$ cat src/rtl/pipe_frame_arbiter_if.sv
// Bundle of the requester-side and pipeline-side signals of the frame arbiter.
// The master modport is the environment (requesters plus downstream pipeline).
// The slave modport is the arbiter itself.
interface pipe_frame_arbiter_if #(
   parameter int N_REQ  = 4,
   parameter int DATA_W = 8,
   parameter int SRC_W  = $clog2(N_REQ)
);
   logic [N_REQ*DATA_W-1:0] req_data_i;
   logic [N_REQ-1:0]        req_valid_i;
   logic [N_REQ-1:0]        req_last_i;
   logic [N_REQ-1:0]        req_ready_o;
   logic [DATA_W-1:0]       data_o;
   logic                    valid_o;
   logic                    last_o;
   logic                    err_o;
   logic [SRC_W-1:0]        src_o;
   logic                    ready_i;
   logic                    busy_o;

   modport master (
      output req_data_i, req_valid_i, req_last_i, ready_i,
      input  req_ready_o, data_o, valid_o, last_o, err_o, src_o, busy_o
   );

   modport slave (
      input  req_data_i, req_valid_i, req_last_i, ready_i,
      output req_ready_o, data_o, valid_o, last_o, err_o, src_o, busy_o
   );
endinterface

$ cat src/rtl/pipe_frame_arbiter.sv
// Round-robin, frame-locked arbiter sharing one registered output stage
// between N_REQ byte-stream requesters. A requester keeps the grant for a
// whole frame. Frames longer than MAX_BEATS are cut short with last+err, and
// the remaining input beats are drained without being forwarded.
module pipe_frame_arbiter #(
   parameter int N_REQ     = 4,
   parameter int DATA_W    = 8,
   parameter int MAX_BEATS = 1522
) (
   input logic                clk,
   input logic                rst_n,
   pipe_frame_arbiter_if.slave bus
);
   localparam int SRC_W = $clog2(N_REQ);
   localparam int CNT_W = $clog2(MAX_BEATS + 1);
   localparam logic [CNT_W-1:0] CNT_LAST = CNT_W'(MAX_BEATS - 1);

   typedef enum logic [1:0] {IDLE, FWD, DRAIN} state_t;

   state_t             state;
   state_t             state_nxt;
   logic [SRC_W-1:0]   grant;
   logic [SRC_W-1:0]   rr_ptr;
   logic [SRC_W-1:0]   pick;
   logic [SRC_W-1:0]   idx;
   logic               any_valid;
   logic [CNT_W-1:0]   beat_cnt;
   logic [N_REQ-1:0]   ready_vec;
   logic               g_valid;
   logic               g_last;
   logic [DATA_W-1:0]  g_data;
   logic               load;
   logic               trunc;

   logic [DATA_W-1:0]  data_q;
   logic               valid_q;
   logic               last_q;
   logic               err_q;
   logic [SRC_W-1:0]   src_q;

   assign g_valid = bus.req_valid_i[grant];
   assign g_last  = bus.req_last_i[grant];
   assign g_data  = bus.req_data_i[int'(grant)*DATA_W +: DATA_W];

   // Round-robin pick: the first valid requester after rr_ptr wins, so the
   // loop runs from the farthest offset down and the nearest one overwrites.
   always_comb begin
      pick      = '0;
      idx       = '0;
      any_valid = 1'b0;
      for (int i = N_REQ; i >= 1; i--) begin
         idx = SRC_W'((int'(rr_ptr) + i) % N_REQ);
         if (bus.req_valid_i[idx]) begin
            pick      = idx;
            any_valid = 1'b1;
         end
      end
   end

   // Next state, per-requester ready, and the load/truncate strobes.
   always_comb begin
      state_nxt = state;
      ready_vec = '0;
      load      = 1'b0;
      trunc     = 1'b0;
      case (state)
         IDLE: begin
            if (any_valid) state_nxt = FWD;
         end
         FWD: begin
            ready_vec[grant] = !valid_q || bus.ready_i;
            if (g_valid && ready_vec[grant]) begin
               load = 1'b1;
               if (g_last) begin
                  state_nxt = IDLE;
               end else if (beat_cnt == CNT_LAST) begin
                  trunc     = 1'b1;
                  state_nxt = DRAIN;
               end
            end
         end
         DRAIN: begin
            ready_vec[grant] = 1'b1;
            if (g_valid && g_last) state_nxt = IDLE;
         end
         default: state_nxt = IDLE;
      endcase
   end

   // Control registers: state, grant capture at arbitration, frame beat count.
   always_ff @(posedge clk or negedge rst_n) begin
      if (!rst_n) begin
         state    <= IDLE;
         grant    <= '0;
         rr_ptr   <= SRC_W'(N_REQ - 1);
         beat_cnt <= '0;
      end else begin
         state <= state_nxt;
         if (state == IDLE && any_valid) begin
            grant    <= pick;
            rr_ptr   <= pick;
            beat_cnt <= '0;
         end else if (load) begin
            beat_cnt <= beat_cnt + CNT_W'(1);
         end
      end
   end

   // Output stage: load on an accepted beat, hold under backpressure,
   // empty once downstream takes the beat and nothing new arrives.
   always_ff @(posedge clk or negedge rst_n) begin
      if (!rst_n) begin
         data_q  <= '0;
         valid_q <= 1'b0;
         last_q  <= 1'b0;
         err_q   <= 1'b0;
         src_q   <= '0;
      end else if (load) begin
         data_q  <= g_data;
         valid_q <= 1'b1;
         last_q  <= g_last || trunc;
         err_q   <= trunc;
         src_q   <= grant;
      end else if (bus.ready_i) begin
         valid_q <= 1'b0;
         last_q  <= 1'b0;
         err_q   <= 1'b0;
      end
   end

   assign bus.req_ready_o = ready_vec;
   assign bus.data_o      = data_q;
   assign bus.valid_o     = valid_q;
   assign bus.last_o      = last_q;
   assign bus.err_o       = err_q;
   assign bus.src_o       = src_q;
   assign bus.busy_o      = (state != IDLE);

endmodule

$ cat src/flat_wrapper.sv
// flat-port wrapper written by rule: the top's interface ports become plain ports
module pipe_frame_arbiter_flat 
#(
   parameter int N_REQ     = 4,
   parameter int DATA_W    = 8,
   parameter int MAX_BEATS = 1522
)
  (clk, rst_n, bus_req_data_i, bus_req_valid_i, bus_req_last_i, bus_ready_i, bus_req_ready_o, bus_data_o, bus_valid_o, bus_last_o, bus_err_o, bus_src_o, bus_busy_o);
  pipe_frame_arbiter_if #(.N_REQ(N_REQ), .DATA_W(DATA_W)) bus_i ();
  input logic clk;
  input logic rst_n;
  input wire logic [$bits(bus_i.req_data_i)-1:0] bus_req_data_i;
  input wire logic [$bits(bus_i.req_valid_i)-1:0] bus_req_valid_i;
  input wire logic [$bits(bus_i.req_last_i)-1:0] bus_req_last_i;
  input wire logic [$bits(bus_i.ready_i)-1:0] bus_ready_i;
  output wire logic [$bits(bus_i.req_ready_o)-1:0] bus_req_ready_o;
  output wire logic [$bits(bus_i.data_o)-1:0] bus_data_o;
  output wire logic [$bits(bus_i.valid_o)-1:0] bus_valid_o;
  output wire logic [$bits(bus_i.last_o)-1:0] bus_last_o;
  output wire logic [$bits(bus_i.err_o)-1:0] bus_err_o;
  output wire logic [$bits(bus_i.src_o)-1:0] bus_src_o;
  output wire logic [$bits(bus_i.busy_o)-1:0] bus_busy_o;
  assign bus_i.req_data_i = bus_req_data_i;
  assign bus_i.req_valid_i = bus_req_valid_i;
  assign bus_i.req_last_i = bus_req_last_i;
  assign bus_i.ready_i = bus_ready_i;
  assign bus_req_ready_o = bus_i.req_ready_o;
  assign bus_data_o = bus_i.data_o;
  assign bus_valid_o = bus_i.valid_o;
  assign bus_last_o = bus_i.last_o;
  assign bus_err_o = bus_i.err_o;
  assign bus_src_o = bus_i.src_o;
  assign bus_busy_o = bus_i.busy_o;
  pipe_frame_arbiter #(.N_REQ(N_REQ), .DATA_W(DATA_W), .MAX_BEATS(MAX_BEATS)) u_core (.clk(clk), .rst_n(rst_n), .bus(bus_i));
endmodule
$ cat config.mk
export PLATFORM = sky130hd
export DESIGN_NAME = pipe_frame_arbiter_flat
export DESIGN_NICKNAME = d
export VERILOG_FILES = /design/src/rtl/pipe_frame_arbiter_if.sv /design/src/rtl/pipe_frame_arbiter.sv /design/src/flat_wrapper.sv
export SDC_FILE = /design/constraint.sdc
export NUM_CORES = 1
export LEC_CHECK = 0
export CAP_MARGIN = 0
export CORE_MARGIN = 4
export CORE_UTILIZATION = 30
export CTS_CLUSTER_DIAMETER = 80
export DETAILED_ROUTE_END_ITERATION = 12
export MAX_ROUTING_LAYER = met4
export SETUP_SLACK_MARGIN = 0.15
export SLEW_MARGIN = 10
export SYNTH_ARGS = -nofsm -noshare
export SYNTH_HDL_FRONTEND = slang
export SYNTH_SLANG_ARGS = --single-unit
$ cat constraint.sdc
create_clock -name clk -period 2.05 [get_ports clk]
set_clock_uncertainty 0.2 [all_clocks]
set_input_delay 0.41 -clock clk [delete_from_list [all_inputs] [get_ports clk]]
set_output_delay 0.41 -clock clk [all_outputs]
set_load 0.02 [all_outputs]
After elaboration in Yosys (flattened, before gate mapping)
Cells that the tools add are included.
W data, S select, Z words.
{"block": "word_totals", "regBits": 30, "out_inout_bits": 18, "wordCells": 84}
{"block": "op_classes", "addsub": 5, "magnitude_cmp": 6, "n_eq_ne": 7, "shift": 1, "mux": 43, "n_bitwise": 1, "n_reduce_logical": 12}
{"op": "$shiftx A32 B6 Y8", "n": 1}
{"op": "$mux W1", "n": 22}
{"op": "$mux W11", "n": 2}
{"op": "$mux W2", "n": 9}
{"op": "$lt A2 B3 Y1 const B", "n": 5}
{"op": "$bmux W1 S2", "n": 7}
{"op": "$add A11 B1 Y11 const B", "n": 1}
{"op": "$eq A11 B11 Y1 const B", "n": 1}
{"op": "$pmux W4 S2", "n": 1}
{"op": "$ne A2 B1 Y1 const B", "n": 3}
{"op": "$pmux W2 S3", "n": 1}
{"op": "$reduce_bool A2 Y1", "n": 3}
{"op": "$add A2 B1 Y2 const B", "n": 2}
{"op": "$add A2 B2 Y2 const B", "n": 2}
{"op": "$and A4 B4 Y4", "n": 1}
{"op": "$logic_and A1 B1 Y1", "n": 4}
{"op": "$reduce_and A4 Y1", "n": 1}
{"op": "$ne A3 B1 Y1 const B", "n": 1}
{"op": "$demux W1 S2", "n": 1}
{"op": "$eq A2 B1 Y1 const B", "n": 1}
{"op": "$eq A2 B2 Y1 const B", "n": 1}
{"op": "$ge A2 B1 Y1 const B", "n": 1}
{"op": "$logic_not A2 Y1", "n": 1}
{"op": "$logic_or A1 B1 Y1", "n": 2}
{"op": "$logic_not A1 Y1", "n": 1}

Depth between registers and ports, before layout
Gate-level depths: netlist (run 1).
{"block": "depth", "ltp_word": 12, "depth_mapped": 7, "depth_no_buf": 7}

Least setup slack after synthesis (run 1)
OpenSTA, ideal clock, no wires.
{"block": "synth_path", "path_kind": "register to output", "startpoint": "reg u_core.state[1]", "endpoint": "out bus_req_ready_o[0]", "arrival_ps": 1492, "required_ps": 1440, "slack_ps": -52, "stages_incl_launch_ff": 6, "path_buffers": 0, "cell_sequence": "dfrtp_1 -> inv_1 -> ha_1 -> a21oi_1 -> nor2b_1 -> nor3b_1"}
{"block": "synth_between", "elab_chain_cells": 2, "word_cells_on_any_way": 3, "cone_classes": "2 x eq/ne; 1 x mux"}
{"item": "start: declaration", "line": "pipe_frame_arbiter.sv:20", "text": "state_t state;"}
{"item": "start signal: assignment", "line": "pipe_frame_arbiter.sv:98", "text": "state <= state_nxt;"}
{"item": "$eq A2 B2 Y1 or $eq A2 B1 Y1 (tied branches)", "line": "pipe_frame_arbiter.sv:66", "text": "case (state)"}
{"item": "$pmux W4 S2 (*)", "line": "pipe_frame_arbiter.sv:66"}
{"item": "end: declaration", "line": "flat_wrapper.sv:16", "text": "output wire logic [$bits(bus_i.req_ready_o)-1:0] bus_req_ready_o;"}
Mark *: on every way between the ends. The rest lies on a longest branch, timed or not.

Worst setup path in the final report (run 1)
{"block": "layout_path", "startpoint": "reg u_core.state[0]", "endpoint": "out bus_req_ready_o[0]"}
The elaborated chain is that of the path after synthesis.

==> metrics.cfg, run 1 <==
[placed_design]
finalWeightedCongestion=0.782
post-place-ws_ns=-0.777
post-place-cells=335
port_buffers=60
hpwl_um=3590

[routing]
dr.pass1.iters=4
ant_nets=0
drt_iter0_drc=84
totalWireLength_um=4850
avgRoutedWirePerCell_um=13.8
via_count=1678
drc_errors=0
vias_per_cell=4.78

[setup_path]
required_ns=1.44
worstSetupPathType=reg2out
cp_data_arrival_time_ns=1.51
path_max_fanout=4
reg2reg_to=u_core.state[1]
r2r_start=u_core.grant[0]
reg2reg_setup_slack_ns=0.02
r2r_cells=3
crit_path_end_kind=output port
cp-start-kind=flop

[global_route]
grt_max_degree=31
grt_pass1_wl_um=7800
overflow=0
antenna_found_initial=0
grt_usage=0.140
grt_pass1_vias=1648

[yosys]
synth_edf_count=0
synth.area.top_cells=dfrtp_1, mux4_2, nand2_1
synth.area.mux_share=0.130
synth-compound-area-share=0.0773
syn_nets=232
syn_area_per_cell_um2=9.59
synth_top_area_share=0.397
synth_top_family_by_area=simple AND/OR/NAND/NOR gates
synth_adder_area_share=0.0354
ys_top_cells_by_count=nand2_1, dfrtp_1, nor2_1
synth-xor-area-share=0.0446
ys_async_sr_fraction=1.00
post-synth-top-area-cell=dfrtp_1
yosysWarnings=0
synth_cell_types=38
synth_flop_cell=dfrtp_1
yosysMostFrequentCell=nand2_1
yosysSeqAreaShare=0.427
syn_inst=184
synth_area_mm2=0.00177
yosys.area_share.simple=0.241
ys_ff_latch=30

[pwr]
max-vdd-ir-drop_uv=544
powerDensity_mw_per_mm2=1210
leakagePower_nw=1.33

[die]
coreArea_mm2=0.00561
num_rows=27
initial_utilization=0.315
fp.dieArea_mm2=0.00718
die_y_um=84.7
num_io_pins=61
die_w_um=84.7

[cells_and_area]
antenna_cells=0
nets=328
layout.cells.non_filler=351
area_growth_pct=67.8
final_util=0.528
drive_gt1_frac=0.326

[outcome]
failed_checks=setup timing
status=finished with violations

[clock_tree]
ctsLongestPathBuffers=2
cts.sinks=30
htreeDepth=2
cts_made_buffers=5
clk_latency_ns=0.28
root_buffer=clkbuf_8
cts_tree=built
cts_hold_buffers=0
clk_pin_slew_ns=0.06

[sta]
finalWorstSetupSlack_ns=-0.0671
worst_hold_slack_ns=0.262
worst_pin_slew_ns=0.394
hold_viol=0
clock.fmax_mhz=472
min_period_ns=2.12
setup_tns_ns=-0.173
maxSlewHeadroom=0.737
fin_crit_sh=1.03
drv_slew=0
setup_viol=4
rsz0062_at_grt=yes

[worst_hold_path]
worstHoldStart=u_core.bus.data_o[4]
holdCritPathClass=reg2reg
worstHoldEndpoint=u_core.bus.data_o[4]
hold_depth=2

[run]
drv_cap=0

## through the flow
step / instance area (um2) / power (W)
global placement: 2630 / 0.00274
floorplan: 1780 / 0.00198
detailed placement: 2630 / 0.00277
finish: 2960 / 0.00357
CTS: 2820 / 0.00344
global route: 2960 / 0.00386
## kinds of logic after synthesis
kind of cell | Yosys count
AND/OR/NAND/NOR | 91
multiplexers | 10
buffers and inverters | 18
adder cells (fa/ha/maj) | 5
XOR/XNOR | 9
flip-flops | 30
AO/OA/AOI/OAI | 21
## sequential cells by signal, indices dropped and copies added (netlist names)
| name | cells |
|---|---|
| u_core.beat_cnt | 11 |
| u_core.bus.data_o | 8 |
| u_core.bus.err_o | 1 |
| u_core.bus.last_o | 1 |
| u_core.bus.src_o | 2 |
| u_core.bus.valid_o | 1 |
| u_core.grant | 2 |
| u_core.rr_ptr | 2 |
| u_core.state | 2 |
## metal layers
layer | routed length [um] | up-vias | global-route usage
li1 | - | 834 | -
met1 | 2280 | 795 | 0.181
met2 | 2240 | 43 | 0.214
met3 | 245 | 6 | 0.0343
met4 | 78 | 0 | 0.0518
met5 | 0 | - | -
## what timing repair did
item | CTS | global route
setup buffers | 5 | 3
pin swaps | 5 | 15
gates resized for setup | 59 | 22
endpoints found under the setup margin | 26 | 26
endpoints found under the hold margin | 0 | 0
cloned | 1 | 1
## worst max-delay path: stages (launching register included)
cell and delay, ns:
dfrtp_1 0.41, inv_2 0.10, ha_2 0.19, a21oi_2 0.05, nor2b_4 0.15, nor3b_2 0.17, buf_4 0.16
## worst max-delay path by stage
stage               startpoint            endpoint  slack (ns)  depth (start not counted)
6_report       u_core.state[0]  bus_req_ready_o[0]       -0.07                          6
5_1_grt        u_core.state[0]  bus_req_ready_o[1]       -0.15                          7
4_1_cts        u_core.state[0]  bus_req_ready_o[0]       -0.07                          5
3_5_place_dp       bus_ready_i  bus_req_ready_o[0]       -0.78                          6
3_3_place_gp       bus_ready_i  bus_req_ready_o[0]       -0.74                          6
2_1_floorplan  u_core.grant[0]     u_core.state[1]        0.08                          4
## cells in the final DEF (no fill, tap or decap), drive strengths merged, types with 2 or more instances in the layout
cell           netlist  layout
mux4                10      10
o21ai                6       6
clkbuf               4       7
dfstp                2       2
or4                  2       2
dfrtp               28      28
nand2b               2       2
a21oi                5       5
o22ai                2       2
a21boi               2       2
nand2               47      47
and3                 4       4
and2                 2       2
a31oi                2       2
nor4                 3       3
nand3                3       4
nor2                15      15
ha                   5       5
nand4                3       3
xnor2                8       8
nor3                 5       5
dlygate4sd2          0      10
buf                  5      41
clkdlybuf4s50        0      44
inv                  9       9
or3                  2       2
## cell type report
| cell class | count | area, um2 |
|---|---|---|
| clock buffers | 6 | 82.6 |
| repair buffers | 97 | 916 |
| inverters | 9 | 33.8 |
| well taps | 72 | 90.1 |
| flip-flops and latches | 30 | 757 |
| multi-input cells | 137 | 1080 |
| fillers | 525 | 2650 |
## where the power goes
part           switching, W  internal, W
combinational       0.00103      0.00113
clock              0.000206     0.000258
sequential         0.000149     0.000797
No activity file was read; power rests on OpenSTA's default activity.
==> run 2: changes to the inputs <==
--- a/config.mk
+++ b/config.mk
@@ -6,11 +6,12 @@
 export NUM_CORES = 1
 export LEC_CHECK = 0
 export CAP_MARGIN = 0
-export CORE_MARGIN = 4
+export CORE_MARGIN = 5
 export CORE_UTILIZATION = 30
 export CTS_CLUSTER_DIAMETER = 80
 export DETAILED_ROUTE_END_ITERATION = 12
 export MAX_ROUTING_LAYER = met4
+export RECOVER_POWER = 50
 export SETUP_SLACK_MARGIN = 0.15
 export SLEW_MARGIN = 10
 export SYNTH_ARGS = -nofsm -noshare
==> metrics.cfg, run 2 (synthesis gave the netlist of run 1 again) <==
[outcome]
status=finished with violations
failed_checks=setup timing

[setup_path]
crit_path_end_kind=flop
cp_data_arrival_time_ns=2.11
critPathBufInv=0
critical_path.cell_chain=mux4_2, nand3_1, or4_4, o32ai_2
cp_top_family=simple AND/OR/NAND/NOR gates
cpMaxStageDelayCell=or4_4
required_ns=2.04
cp-start-kind=flop
worstSetupPathType=reg2reg
path_max_fanout=5
slowest_delay_ns=0.52

[cells_and_area]
seq_area_um2=756
nFillCells=534
nets=326
drive_gt1_frac=0.306
final_common_cell=nand2_1
regMostFlops=u_core.beat_cnt
final_cell_mix=nand2_1, clkdlybuf4s50_1, dfrtp_1, buf_4, nor2_1
largest_reg_flops=11
area_growth_pct=67.3
antenna_cells=0
multi_input_area_mm2=0.00108

[clock_tree]
cts.sinks=30
clk_pin_slew_ns=0.06
cts_made_buffers=5
htreeDepth=2
root_buffer=clkbuf_8
cts_tree=built
ctsLongestPathBuffers=2
clk_latency_ns=0.28

[global_route]
grt_max_degree=31
grt_pass1_wl_um=8050
antenna_found_initial=0
overflow=0
grt_usage=0.140
grt_pass1_vias=1691

[placed_design]
finalWeightedCongestion=0.762
port_buffers=60
hpwl_um=3670
post-place-ws_ns=-0.769

[sta]
min_period_ns=2.12
drv_slew=0
setup_viol=9
worst_pin_slew_ns=0.752
fin_crit_sh=1.04
finalWorstSetupSlack_ns=-0.0743
maxSlewHeadroom=0.499
rsz0062_at_grt=yes
clock.fmax_mhz=471
hold_viol=0
setup_tns_ns=-0.339
worst_hold_slack_ns=0.269

[pwr]
powerDensity_mw_per_mm2=1200
max-vdd-ir-drop_uv=443
leakagePower_nw=1.33

[routing]
totalWireLength_um=4970
via_count=1714
dr.pass1.iters=4
avgRoutedWirePerCell_um=14.1
drc_errors=0
ant_nets=0
vias_per_cell=4.86
drt_iter0_drc=55

[die]
num_io_pins=61
initial_utilization=0.304
die_w_um=86.7
fp.dieArea_mm2=0.00752
die_y_um=86.7
coreArea_mm2=0.00582
num_rows=28

[run]
drv_cap=0

[worst_hold_path]
holdCritPathClass=reg2reg

-- run 2: cell count changes in the layout (fill, tap and decap cells not counted), moves of 2 or more --
cell	change
clkbuf_1	+3
clkbuf_4	+2
buf_4	-6
nand2_2	-2
nand2_1	+2
nor3_4	+2
nand3_4	-2
-- run 2: cell type report --
| type | instances | area share |
|---|---|---|
| Inverter | 9 | 0.0114 |
| Multi-Input combinational cell | 136 | 0.366 |
| Tap cell | 75 | 0.0318 |
| Sequential cell | 30 | 0.256 |
| Clock buffer | 7 | 0.0258 |
| Timing Repair Buffer | 96 | 0.310 |
-- run 2: metal layers --
metal / share of wire / up-vias / global-route usage
li1: - / 829 / -
met4: 0.018 / 0 / 0.0467
met3: 0.057 / 7 / 0.0257
met1: 0.45 / 831 / 0.179
met2: 0.48 / 47 / 0.225
met5: 0 / - / -
-- run 2: repair_timing --
| action | in CTS | in global routing |
|---|---|---|
| endpoints found under the setup margin | 26 | 18 |
| pin swaps | 11 | 5 |
| setup buffers | 4 | 2 |
| hold buffers | 0 | 0 |
| resized for setup | 56 | 28 |
| gates cloned | 1 | 0 |
-- run 2: path summary, 6_finish.rpt --
check | endpoint | start | cells after the start | slack, ns
worst min-delay path | u_core.bus.data_o[3] | u_core.bus.data_o[3] | 2 | 0.27
min in group asynchronous | u_core.beat_cnt[4] | rst_n | 2 | 0.52
worst max-delay path | u_core.state[1] | u_core.grant[0] | 4 | -0.07
worst max register to register | u_core.state[1] | u_core.grant[0] | 4 | -0.07
worst min register to register | u_core.bus.data_o[3] | u_core.bus.data_o[3] | 2 | 0.27
max in group asynchronous | u_core.grant[0] | rst_n | 2 | 0.60
-- run 2: power breakdown --
part | switching, W | leakage [nW] | internal, W
Sequential | 0.000158 | 0.384 | 0.000796
Combinational | 0.00101 | 0.903 | 0.00114
Clock | 0.000213 | 0.0383 | 0.000233
Total | 0.00138 | 1.33 | 0.00217
-- run 2: through the flow --
step	power (W)	area, um2	cells	utilization
3_3_place_gp	0.00277	2640	339	0.454
3_5_place_dp	0.00280	2640	339	0.454
4_1_cts	0.00351	2850	351	0.490
2_1_floorplan	0.00198	1780	184	-
5_1_grt	0.00381	2950	353	0.508
6_report	0.00355	2950	353	0.508
-- run 2: worst reg2reg max path, delay by kind of cell (launching register included) --
kind	cells	cell delay, ns
and+or+nand+nor	2	0.79
AOI/OAI and AO/OA	1	0.20
muxes	1	0.39
DFF	1	0.45
==> run 3: changes to the inputs <==
--- a/config.mk
+++ b/config.mk
@@ -13,6 +13,7 @@
 export MAX_ROUTING_LAYER = met4
 export RECOVER_POWER = 50
 export SETUP_SLACK_MARGIN = 0.15
+export SKIP_LAST_GASP = 1
 export SLEW_MARGIN = 10
 export SYNTH_ARGS = -nofsm -noshare
 export SYNTH_HDL_FRONTEND = slang
==> constraint.sdc (replaced) <==
create_clock -name clk -period 2.2 [get_ports clk]
set_clock_uncertainty 0.2 [all_clocks]
set_input_delay 0.44 -clock clk [delete_from_list [all_inputs] [get_ports clk]]
set_output_delay 0.44 -clock clk [all_outputs]
set_load 0.02 [all_outputs]
==> metrics.cfg, run 3 (synthesis gave the netlist of run 1 again) <==
[outcome]
status=finished, final reports clean

[die]
die_y_um=86.7
num_io_pins=61
die_w_um=86.7
coreArea_mm2=0.00582
initial_utilization=0.304
num_rows=28
fp.dieArea_mm2=0.00752

[clock_tree]
cts_made_buffers=5
clk_pin_slew_ns=0.06
ctsLongestPathBuffers=2
cts_hold_buffers=0
clk_latency_ns=0.28
cts.sinks=30
root_buffer=clkbuf_8
htreeDepth=2
cts_tree=built

[pwr]
powerDensity_mw_per_mm2=1110
max-vdd-ir-drop_uv=488
leakagePower_nw=1.23

[global_route]
antenna_found_initial=0
overflow=0
top_usage_layer=met2
use_met3=0.0314
met1_usage=0.182
gr-usage-met2=0.221
grt_pass1_vias=1714
grt_max_degree=31
grt_usage=0.141
grt_pass1_wl_um=8180

[cells_and_area]
regMostFlops=u_core.beat_cnt
nets=321
antenna_cells=0
final_common_cell=nand2_1
largest_reg_flops=11
drive_gt1_frac=0.270
nFillCells=580
final_cell_mix=nand2_1, clkdlybuf4s50_1, buf_4, dfrtp_1, nor2_1
area_growth_pct=60.4

[worst_hold_path]
holdCritPathClass=reg2reg

[sta]
setup_viol=0
fin_crit_sh=0.969
drv_slew=0
hold_viol=0
maxSlewHeadroom=0.488
worst_hold_slack_ns=0.273
setup_tns_ns=0
rsz0062_at_grt=yes
worst_pin_slew_ns=0.768
clock.fmax_mhz=469
min_period_ns=2.13

[routing]
dr.pass1.iters=4
drt_iter0_drc=38
vias_per_cell=4.76
totalWireLength_um=4850
ant_nets=0
avgRoutedWirePerCell_um=13.9
drc_errors=0
via_count=1660

[setup_path]
worstSetupPathType=reg2out
slowest_delay_ns=0.42
cp_top_family=flip-flops
cp-start-kind=flop
cp_data_arrival_time_ns=1.49
required_ns=1.56
critPathBufInv=2
cpMaxStageDelayCell=dfrtp_2
path_max_fanout=4
crit_path_end_kind=output port
critical_path.cell_chain=inv_4, ha_4, nor2b_4, nor3b_2, buf_4

[run]
drv_cap=0

[placed_design]
finalWeightedCongestion=0.792
hpwl_um=3670
port_buffers=60

## run 3: cell types whose count changed in the layout (fill, tap and decap cells not counted), sizes merged
cell | before | now
dlygate4sd2 | 10 | 7
clkinv | 0 | 1
clkbuf | 11 | 13
dlymetal6s2s | 0 | 2
buf | 37 | 31
## run 3: cell type report
| class | instances | area [um2] | share of cell area |
|---|---|---|---|
| sequential | 30 | 759 | 0.268 |
| multi-input combinational | 136 | 1030 | 0.365 |
| timing repair buffer | 91 | 816 | 0.288 |
| inverter | 9 | 36.3 | 0.0128 |
| tap | 75 | 93.8 | 0.0331 |
| clock inverter | 1 | 5.00 | 0.00177 |
| clock buffer | 7 | 86.3 | 0.0305 |
## run 3: through the flow
step / total power, W / cells / instance area [um2] / util / worst slack, ns
after floorplan: 0.00184 / 184 / 1770 / - / 0.215
after global placement: 0.00255 / 335 / 2620 / 0.450 / -0.641
after detailed placement: 0.00257 / 335 / 2620 / 0.450 / -0.665
after CTS: 0.00308 / 345 / 2730 / 0.470 / 0.0604
after global routing: 0.00338 / 349 / 2830 / 0.487 / -0.0147
final: 0.00313 / 349 / 2830 / 0.487 / 0.0688
## run 3: worst paths after layout
kind / start / to / slack (ns) / depth (start not counted)
max in group asynchronous: rst_n / u_core.grant[1] / 0.70 / 2
max: u_core.state[0] / bus_req_ready_o[0] / 0.07 / 5
min: u_core.bus.data_o[5] / u_core.bus.data_o[5] / 0.27 / 2
min in group asynchronous: rst_n / u_core.beat_cnt[5] / 0.55 / 2
min reg2reg: u_core.bus.data_o[5] / u_core.bus.data_o[5] / 0.27 / 2
max reg2reg: u_core.grant[0] / u_core.bus.err_o / 0.19 / 5
## run 3: layer usage
metal / wire length (um) / share of wire
met5: 0 / 0
met4: 52 / 0.011
met3: 265 / 0.055
met2: 2330 / 0.48
met1: 2210 / 0.46
## run 3: report_power, final
| group | switching, W | internal (W) | total, W |
|---|---|---|---|
| Sequential | 0.000154 | 0.000746 | 0.000900 |
| Combinational | 0.000868 | 0.000902 | 0.00177 |
| Clock | 0.000207 | 0.000252 | 0.000459 |
| Total | 0.00123 | 0.00190 | 0.00313 |
## run 3: worst register-to-register path, cell delays in order, from the launching register on
cell	delay (ns)
dfrtp_2	0.44
mux4_2	0.42
nand3_4	0.11
or4_4	0.55
buf_4	0.15
o21ai_0	0.06
## run 3: timing repair
action	CTS	global route
pin swaps	5	5
buffers inserted	2	4
endpoints found under the setup margin	12	8
endpoints found under the hold margin	0	0
resized for setup	38	20
